### src/rtl/pc_sequencer_if.sv
`default_nettype none
// ============================================================================
// Module      : pc_sequencer_if
// Description : Fetch/control bundle between the PC sequencer and its core.
// Revision    : 1.0 - initial release
// ============================================================================
interface pc_sequencer_if;
    logic       fetch_ready;
    logic       stall;
    logic       jump;
    logic       call;
    logic       ret;
    logic [7:0] jump_addr;
    logic       halt;
    logic [7:0] pc;
    logic       pc_valid;
    logic [7:0] link;
    logic [1:0] state;
    logic       trap;

    modport master (
        input  fetch_ready, stall, jump, call, ret, jump_addr, halt,
        output pc, pc_valid, link, state, trap
    );

    modport slave (
        output fetch_ready, stall, jump, call, ret, jump_addr, halt,
        input  pc, pc_valid, link, state, trap
    );
endinterface
`default_nettype wire

### src/rtl/pc_sequencer.sv
`default_nettype none
// ============================================================================
// Module      : pc_sequencer
// Description : 8-bit program counter sequencer with jump/call/ret, halt and
//               optional PC-overflow trap (macro PC_WRAP_TRAP_EN).
// Revision    : 1.0 - initial release
// ============================================================================
module pc_sequencer #(
    parameter logic [7:0] RESET_VECTOR = 8'h00
) (
    input  wire logic      clk,
    input  wire logic      rst,
    pc_sequencer_if.master bus
);

    localparam logic [1:0] c_BOOT   = 2'd0;
    localparam logic [1:0] c_RUN    = 2'd1;
    localparam logic [1:0] c_HALTED = 2'd2;
    localparam logic [1:0] c_TRAP   = 2'd3;

    logic [1:0] r_state;
    logic [1:0] w_state_next;
    logic [7:0] r_pc;
    logic [7:0] r_link;
    logic [7:0] w_pc_next;
    logic [7:0] w_link_next;
    logic       r_pc_valid;
    logic       w_handshake;
    logic       w_redirect;
    logic       w_incr;
    logic       w_wrap_trap;

    assign w_handshake = (r_state == c_RUN) && r_pc_valid && bus.fetch_ready;
    assign w_redirect  = bus.jump | bus.call | bus.ret;
    assign w_incr      = w_handshake && !bus.stall && !w_redirect && !bus.halt;

`ifdef PC_WRAP_TRAP_EN
    logic r_trap;

    assign w_wrap_trap = w_incr && (r_pc == 8'hFF);

    // Sticky until reset; the FSM parks in TRAP alongside it.
    always_ff @(posedge clk) begin
        if (rst) begin
            r_trap <= 1'b0;
        end else if (w_wrap_trap) begin
            r_trap <= 1'b1;
        end
    end

    assign bus.trap = r_trap;
`else
    assign w_wrap_trap = 1'b0;
    assign bus.trap    = 1'b0;
`endif

    // State register
    always_ff @(posedge clk) begin
        if (rst) begin
            r_state    <= c_BOOT;
            r_pc_valid <= 1'b0;
            r_pc       <= RESET_VECTOR;
            r_link     <= 8'h00;
        end else begin
            r_state    <= w_state_next;
            r_pc_valid <= (w_state_next == c_RUN);
            r_pc       <= w_pc_next;
            r_link     <= w_link_next;
        end
    end

    // Next-state logic
    always_comb begin
        w_state_next = r_state;
        case (r_state)
            c_BOOT: w_state_next = c_RUN;
            c_RUN: begin
                if (bus.halt) begin
                    w_state_next = c_HALTED;
                end else if (w_wrap_trap) begin
                    w_state_next = c_TRAP;
                end
            end
            default: w_state_next = r_state;
        endcase
    end

    // Datapath next values; halt outranks every redirect and the increment
    always_comb begin
        w_pc_next   = r_pc;
        w_link_next = r_link;
        if ((r_state == c_RUN) && !bus.halt) begin
            if (bus.jump) begin
                w_pc_next = bus.jump_addr;
            end else if (bus.call) begin
                w_link_next = r_pc + 8'd1;
                w_pc_next   = bus.jump_addr;
            end else if (bus.ret) begin
                w_pc_next = r_link;
            end else if (w_incr && !w_wrap_trap) begin
                w_pc_next = r_pc + 8'd1;
            end
        end
    end

    assign bus.pc       = r_pc;
    assign bus.pc_valid = r_pc_valid;
    assign bus.link     = r_link;
    assign bus.state    = r_state;

endmodule
`default_nettype wire

### src/flat_wrapper.sv
// flat-port wrapper written by rule: the top's interface ports become plain ports
module pc_sequencer_flat 
#(
    parameter logic [7:0] RESET_VECTOR = 8'h00
)
  (clk, rst, bus_fetch_ready, bus_stall, bus_jump, bus_call, bus_ret, bus_jump_addr, bus_halt, bus_pc, bus_pc_valid, bus_link, bus_state, bus_trap);
  pc_sequencer_if bus_i ();
  input  wire logic clk;
  input  wire logic rst;
  input wire logic [$bits(bus_i.fetch_ready)-1:0] bus_fetch_ready;
  input wire logic [$bits(bus_i.stall)-1:0] bus_stall;
  input wire logic [$bits(bus_i.jump)-1:0] bus_jump;
  input wire logic [$bits(bus_i.call)-1:0] bus_call;
  input wire logic [$bits(bus_i.ret)-1:0] bus_ret;
  input wire logic [$bits(bus_i.jump_addr)-1:0] bus_jump_addr;
  input wire logic [$bits(bus_i.halt)-1:0] bus_halt;
  output wire logic [$bits(bus_i.pc)-1:0] bus_pc;
  output wire logic [$bits(bus_i.pc_valid)-1:0] bus_pc_valid;
  output wire logic [$bits(bus_i.link)-1:0] bus_link;
  output wire logic [$bits(bus_i.state)-1:0] bus_state;
  output wire logic [$bits(bus_i.trap)-1:0] bus_trap;
  assign bus_i.fetch_ready = bus_fetch_ready;
  assign bus_i.stall = bus_stall;
  assign bus_i.jump = bus_jump;
  assign bus_i.call = bus_call;
  assign bus_i.ret = bus_ret;
  assign bus_i.jump_addr = bus_jump_addr;
  assign bus_i.halt = bus_halt;
  assign bus_pc = bus_i.pc;
  assign bus_pc_valid = bus_i.pc_valid;
  assign bus_link = bus_i.link;
  assign bus_state = bus_i.state;
  assign bus_trap = bus_i.trap;
  pc_sequencer #(.RESET_VECTOR(RESET_VECTOR)) u_core (.clk(clk), .rst(rst), .bus(bus_i));
endmodule
### config.mk
export PLATFORM = sky130hd
export DESIGN_NAME = pc_sequencer_flat
export DESIGN_NICKNAME = d
export VERILOG_FILES = /design/src/rtl/pc_sequencer_if.sv /design/src/rtl/pc_sequencer.sv /design/src/flat_wrapper.sv
export SDC_FILE = /design/constraint.sdc
export NUM_CORES = 1
export LEC_CHECK = 0
export ABC_AREA = 1
export CELL_PAD_IN_SITES_DETAIL_PLACEMENT = 1
export CELL_PAD_IN_SITES_GLOBAL_PLACEMENT = 2
export CORE_MARGIN = 2
export CORE_UTILIZATION = 23
export CTS_BUF_LIST = sky130_fd_sc_hd__clkbuf_4 sky130_fd_sc_hd__clkbuf_8
export DETAILED_ROUTE_END_ITERATION = 8
export PLACE_DENSITY_LB_ADDON = 0.1
export SYNTH_ARGS = -nofsm -noshare
export SYNTH_HDL_FRONTEND = slang
export SYNTH_SLANG_ARGS = --single-unit
### constraint.sdc
create_clock -name clk -period 1.42 [get_ports clk]
set_input_delay 0.284 -clock clk [delete_from_list [all_inputs] [get_ports clk]]
set_output_delay 0.284 -clock clk [all_outputs]
set_load 0.05 [all_outputs]
After elaboration in Yosys (flattened, before gate mapping)
Index checks and enable logic that the tools add are counted.
Word-level totals
  input port bits: 16
  bits in writable memories: 0
  latch bits: 0
  memories kept: 0
  output and inout port bits: 20
  bits in read-only memories: 0
  bits in registers: 19
  logic and storage cells: 29
Cells by class
  bitwise operators: 3
  equality and inequality tests: 2
  reduce and logical (&&, ||, !) cells: 13
  add/subtract/negate cells: 1
  multiply operators: 0
  div/mod/pow operators: 0
  shift operators: 0
  mux-type cells: 6
  magnitude comparators: 0
Operators by type and width (number)
  8-bit 2-to-1 mux: 4
  8-bit by 1-bit adder with 8-bit output, second input constant: 1
  1-bit logical AND: 6
  2-bit by 1-bit == test with 1-bit output, second input constant: 2
  2-bit one-hot mux with 2 select lines: 1
  4-bit nonzero test: 1
  1-bit logical NOT: 3
  3-bit AND reduction: 1
  2-bit logical NOT: 1
  2-bit 2-to-1 mux: 1
  1-bit bitwise OR: 2
  2-bit AND reduction: 1
  1-bit NOT: 1

Logic depth before layout (Yosys ltp)
  depth after elaboration: 10
  mapped depth: 9
  mapped depth without buffers: 8

Worst setup path before layout
No wires, ideal clock.
  path kind: reg-to-reg
  from: register u_core.r_state[0] (netlist: u_core.bus.state[0])
  to: register u_core.r_pc[0] (netlist: u_core.bus.pc[0])
  library setup time: 117 ps
  path slack: -157 ps
  data arrival time: 1460 ps
  cell stages (with the launch flop): 6
  period minus slack after synthesis: 1577 ps
  buffers on the path: 1
  required time: 1303 ps
  cells stage by stage: dfxtp_1 -> nor3b_4 -> nand2_1 -> buf_4 -> o21ai_0 -> nor2_1
Between the ends
  longest elaborated chain between the ends: 8
  elaborated cells between the ends (all ways): 9
  classes of those cells: 1 x eq/ne; 8 x reduce/logical
Ends and longest elaborated chain
  from (decl): line pc_sequencer.sv:21  | logic [1:0] r_state;
  from (signal assigned): line pc_sequencer.sv:60  | r_state <= c_BOOT;
  from (signal assigned): line pc_sequencer.sv:65  | r_state <= w_state_next;
  2-bit by 1-bit == test with 1-bit output *: line pc_sequencer.sv:33, pc_sequencer.sv:92
  1-bit logical AND (2 in series): line pc_sequencer.sv:33  | assign w_handshake = (r_state == c_RUN) && r_pc_valid && bus.fetch_ready;
  1-bit logical AND (3 in series): line pc_sequencer.sv:35  | assign w_incr = w_handshake && !bus.stall && !w_redirect && !bus.halt;
  4-bit nonzero test (no source line)
  2-bit AND reduction (no source line) *
  to (signal assigned): line pc_sequencer.sv:67  | r_pc <= w_pc_next;
  to (decl): line pc_sequencer.sv:23  | logic [7:0] r_pc;
Every way passes the cells marked *; elsewhere a longest branch is shown, timed or not.
A chain may end at the register's enable or synchronous reset.

Final worst setup path
  from: input port bus_ret
  to: register u_core.r_pc[4] (netlist: u_core.bus.pc[4])
Between the ends
  longest elaborated chain between the ends: 6
  elaborated cells between the ends (all ways): 9
  classes of those cells: 3 x mux; 1 x bitwise; 5 x reduce/logical
Ends and longest elaborated chain
  from (decl): line flat_wrapper.sv:14  | input wire logic [$bits(bus_i.ret)-1:0] bus_ret;
  1-bit bitwise OR: line pc_sequencer.sv:34  | assign w_redirect = bus.jump | bus.call | bus.ret;
  1-bit logical NOT: line pc_sequencer.sv:35
  1-bit logical AND (2 in series): line pc_sequencer.sv:35
  4-bit nonzero test (no source line)
  2-bit AND reduction (no source line)
Several ways; a longest one is shown, not always the timed one.

==> impl_results.md <==
* Outcome: finished clean
* CP dominant cell by count: buf_4
* Net Sw Power at roughly 520 µW
* Starting DRC count in detailed routing at 23
* Final Slew Violations at 0
* Diode count at 0
* Cell row count at 24
* Post-Synthesis Net Count at ~190
* Max Fclk at approximately 770 MHz
* Total clock sinks at 19
* Clock skew at ~0.0022 ns
* Die height at ~72 µm
* Mapped cell area at about 1100 µm²
* I/O Pins at 36
* Max VDD drop at ~0.00034 V
* FF/Latch Area at about 390 µm²
* Synth Area per Inst at around 6.2 µm²
* Routed WL at 3.746 mm
* Worst hold slack at ~0.38 ns
* Core area at 4414 µm²
* GRT overflow at 0
* #FFs+latches synth at 19
* Startpoint types: primary input
* Share of cells above drive strength 1 at 26.20%
* Die W at roughly 72 µm
* Setup TNS at 0 ns
* Drc violations at 0
* CTS root buf: clkbuf_8
* P_leak at approximately 0.00087 µW
* Worst skew pair latency at 0.27 ns
* Final total power at about 1600 µW
* Area used by multi-input combinational logic at 580.6 µm²
* Hold buffers post-CTS at 0
* Initial core utilization at between 20% and 30%
* Critical-path cell list: clkdlybuf4s50_1, buf_4, inv_1, buf_4, nand3_1, a21oi_1, nor2_1
* Final Non-Filler Cells at between 200 and 300
* Area grow syn2layout at 76.55%
* Vias at 1273
* DIE AREA at roughly 5200 µm²
* Seq/Total Area, Yosys at 35.47%
* Final worst slack at around 0.11 ns
* RePlAce Congestion at between 0.7 and 0.8
* Required time of the critical path at approximately 1.6 ns
* DRT antenna net count at 0
* Switching Share at 33.45%
* Via/cell ratio at 4.530
* Hold WC Path Type: primary input to register
* Worst-path maximum fanout at 10
* WS Path Type: primary input to register
* CTS tree: yes
* Warnings from Yosys at 0
* Vias in the first global route at between 1000 and 1500
* Post-Syn Instances at around 170
* Routed WL per cell at around 13 µm
* Pre-CTS WS at -0.3057 ns
* Clk network pwr share at approximately 27%
* DR pass1 iterations at 4
* Pin count of the biggest net entering global routing at 12
* Fin crit period at around 1.3 ns
* NumNets Final at about 250
* WP data arrival at roughly 1.5 ns
* Tot GR Track Use at 15.59%
* CP endpoint kind: register
* P_int at ~1000 µW
* RSZ-0062 raised after global routing: false
* DP Wirelength at ~3.1 mm
* Htree depth at 1
* Final period utilization at around 90%
* Combinational share of power at about a third
* # fillers at 551
* Port Buffers at 34
* Global-route wire length before repair at ~6.3 mm
* Max stage delay on crit path at ~0.44 ns
* Antenna violations before repair at 0
* Clock transition at path regs at roughly 0.080 ns
* TritonCTS Buffers at 3
* Sequential share of power at between 30 and 40%
* Final setup viols at 0
* Worst path slowest cell: clkdlybuf4s50_1
* Bufs on Longest Clock Path at 2
* Cell count after placement at roughly 280
* Pwr dens at 825.3 nW/µm²
* Max-cap violations at 0
* Yosys cell types at 16
* Final Hold Fails at 0
==> critical path: cells and delay by family <==
| kind | cells | cell delay, ns |
|---|---|---|
| and+or+nand+nor | 2 | 0.12 |
| AOI/OAI and AO/OA | 1 | 0.17 |
| buffers and inverters | 4 | 0.90 |
==> Yosys cell counts, drive strengths merged <==
library cell | number | area, µm²
ha | 1 | 12.51
inv | 28 | 105.1
clkbuf | 1 | 3.750
buf | 5 | 30.02
nand3 | 16 | 85.08
nand2 | 40 | 150.1
dfxtp | 19 | 380.4
o21ai | 15 | 78.82
nor3b | 1 | 18.77
nor2 | 25 | 93.84
conb | 1 | 3.750
a21oi | 22 | 110.1
==> state kept, by name, summed over array words and instances (netlist names) <==
signal and flops:
u_core.bus.link 8, u_core.bus.pc 8, u_core.bus.pc_valid 1, u_core.bus.state 2
==> stage by stage <==
stage	area, µm²	utilization (%)
finish	1893	42.89
global route	1893	42.89
CTS	1853	41.98
detailed placement	1804	40.87
global placement	1804	40.87
floorplan	1077	-
==> worst paths after layout <==
check / from / end / slack [ns] / depth (start not counted)
hold reg to reg: u_core.bus.link[1] / u_core.bus.link[1] / 0.52 / 2
hold / removal: bus_halt / u_core.bus.state[1] / 0.38 / 3
setup / recovery: bus_ret / u_core.bus.pc[4] / 0.11 / 7
setup reg to reg: u_core.bus.pc[1] / u_core.bus.pc[4] / 0.12 / 7
==> timing repair <==
action / in CTS / in global routing
setup buffers: 0 / 1
hold endpoints to repair: 0 / 0
pin swaps: 0 / 2
gates resized for setup: 1 / 12
endpoints found under the setup margin: 5 / 13
==> cells by family (layout without fill, tap and decap cells) <==
| kind of cell | after synthesis | in the layout | share of synthesized area (%) |
|---|---|---|---|
| buffers and inverters | 34 | 89 | 12.95 |
| AND/OR/NAND/NOR | 82 | 82 | 32.44 |
| adder cells (fa/ha/maj) | 1 | 1 | 1.167 |
| flip-flops | 19 | 19 | 35.47 |
| AO/OA/AOI/OAI | 37 | 37 | 17.62 |
| other | 1 | 1 | 0.3497 |
==> final cells by class <==
type                    instances  share of cell area (%)
clock buffers                   4                   2.578
inverters                      28                   5.552
well taps                      52                   3.437
repair buffers                 57                   37.28
multi-input cells             121                   30.67
flip-flops and latches         19                   20.49
==> layer usage <==
metal,vias up,global-route usage [%],part of all wire [%]
met1,588,20.26,46
met3,5,2.500,4.0
met2,28,25.99,48
li1,652,-,-
met5,-,0,0
met4,0,5.660,1.5
==> power groups by stage <==
stage               sequential, µW  combinational (µW)  clock, µW
global route                   613                 573        463
CTS                            609                 528        438
global placement               620                 518          0
floorplan                      718                 141          0
detailed placement             621                 526          0
finish                         607                 533        423
==> cell usage in the layout, fill, tap and decap left out, drive strengths merged <==
master / n
o21ai: 15
nor2: 25
inv: 28
nand2: 40
a21oi: 22
clkbuf: 4
buf: 42
conb: 1
nor3b: 1
dlymetal6s2s: 1
ha: 1
clkdlybuf4s50: 14
dfxtp: 19
nand3: 16
No activity file was read; power rests on OpenSTA's default activity.
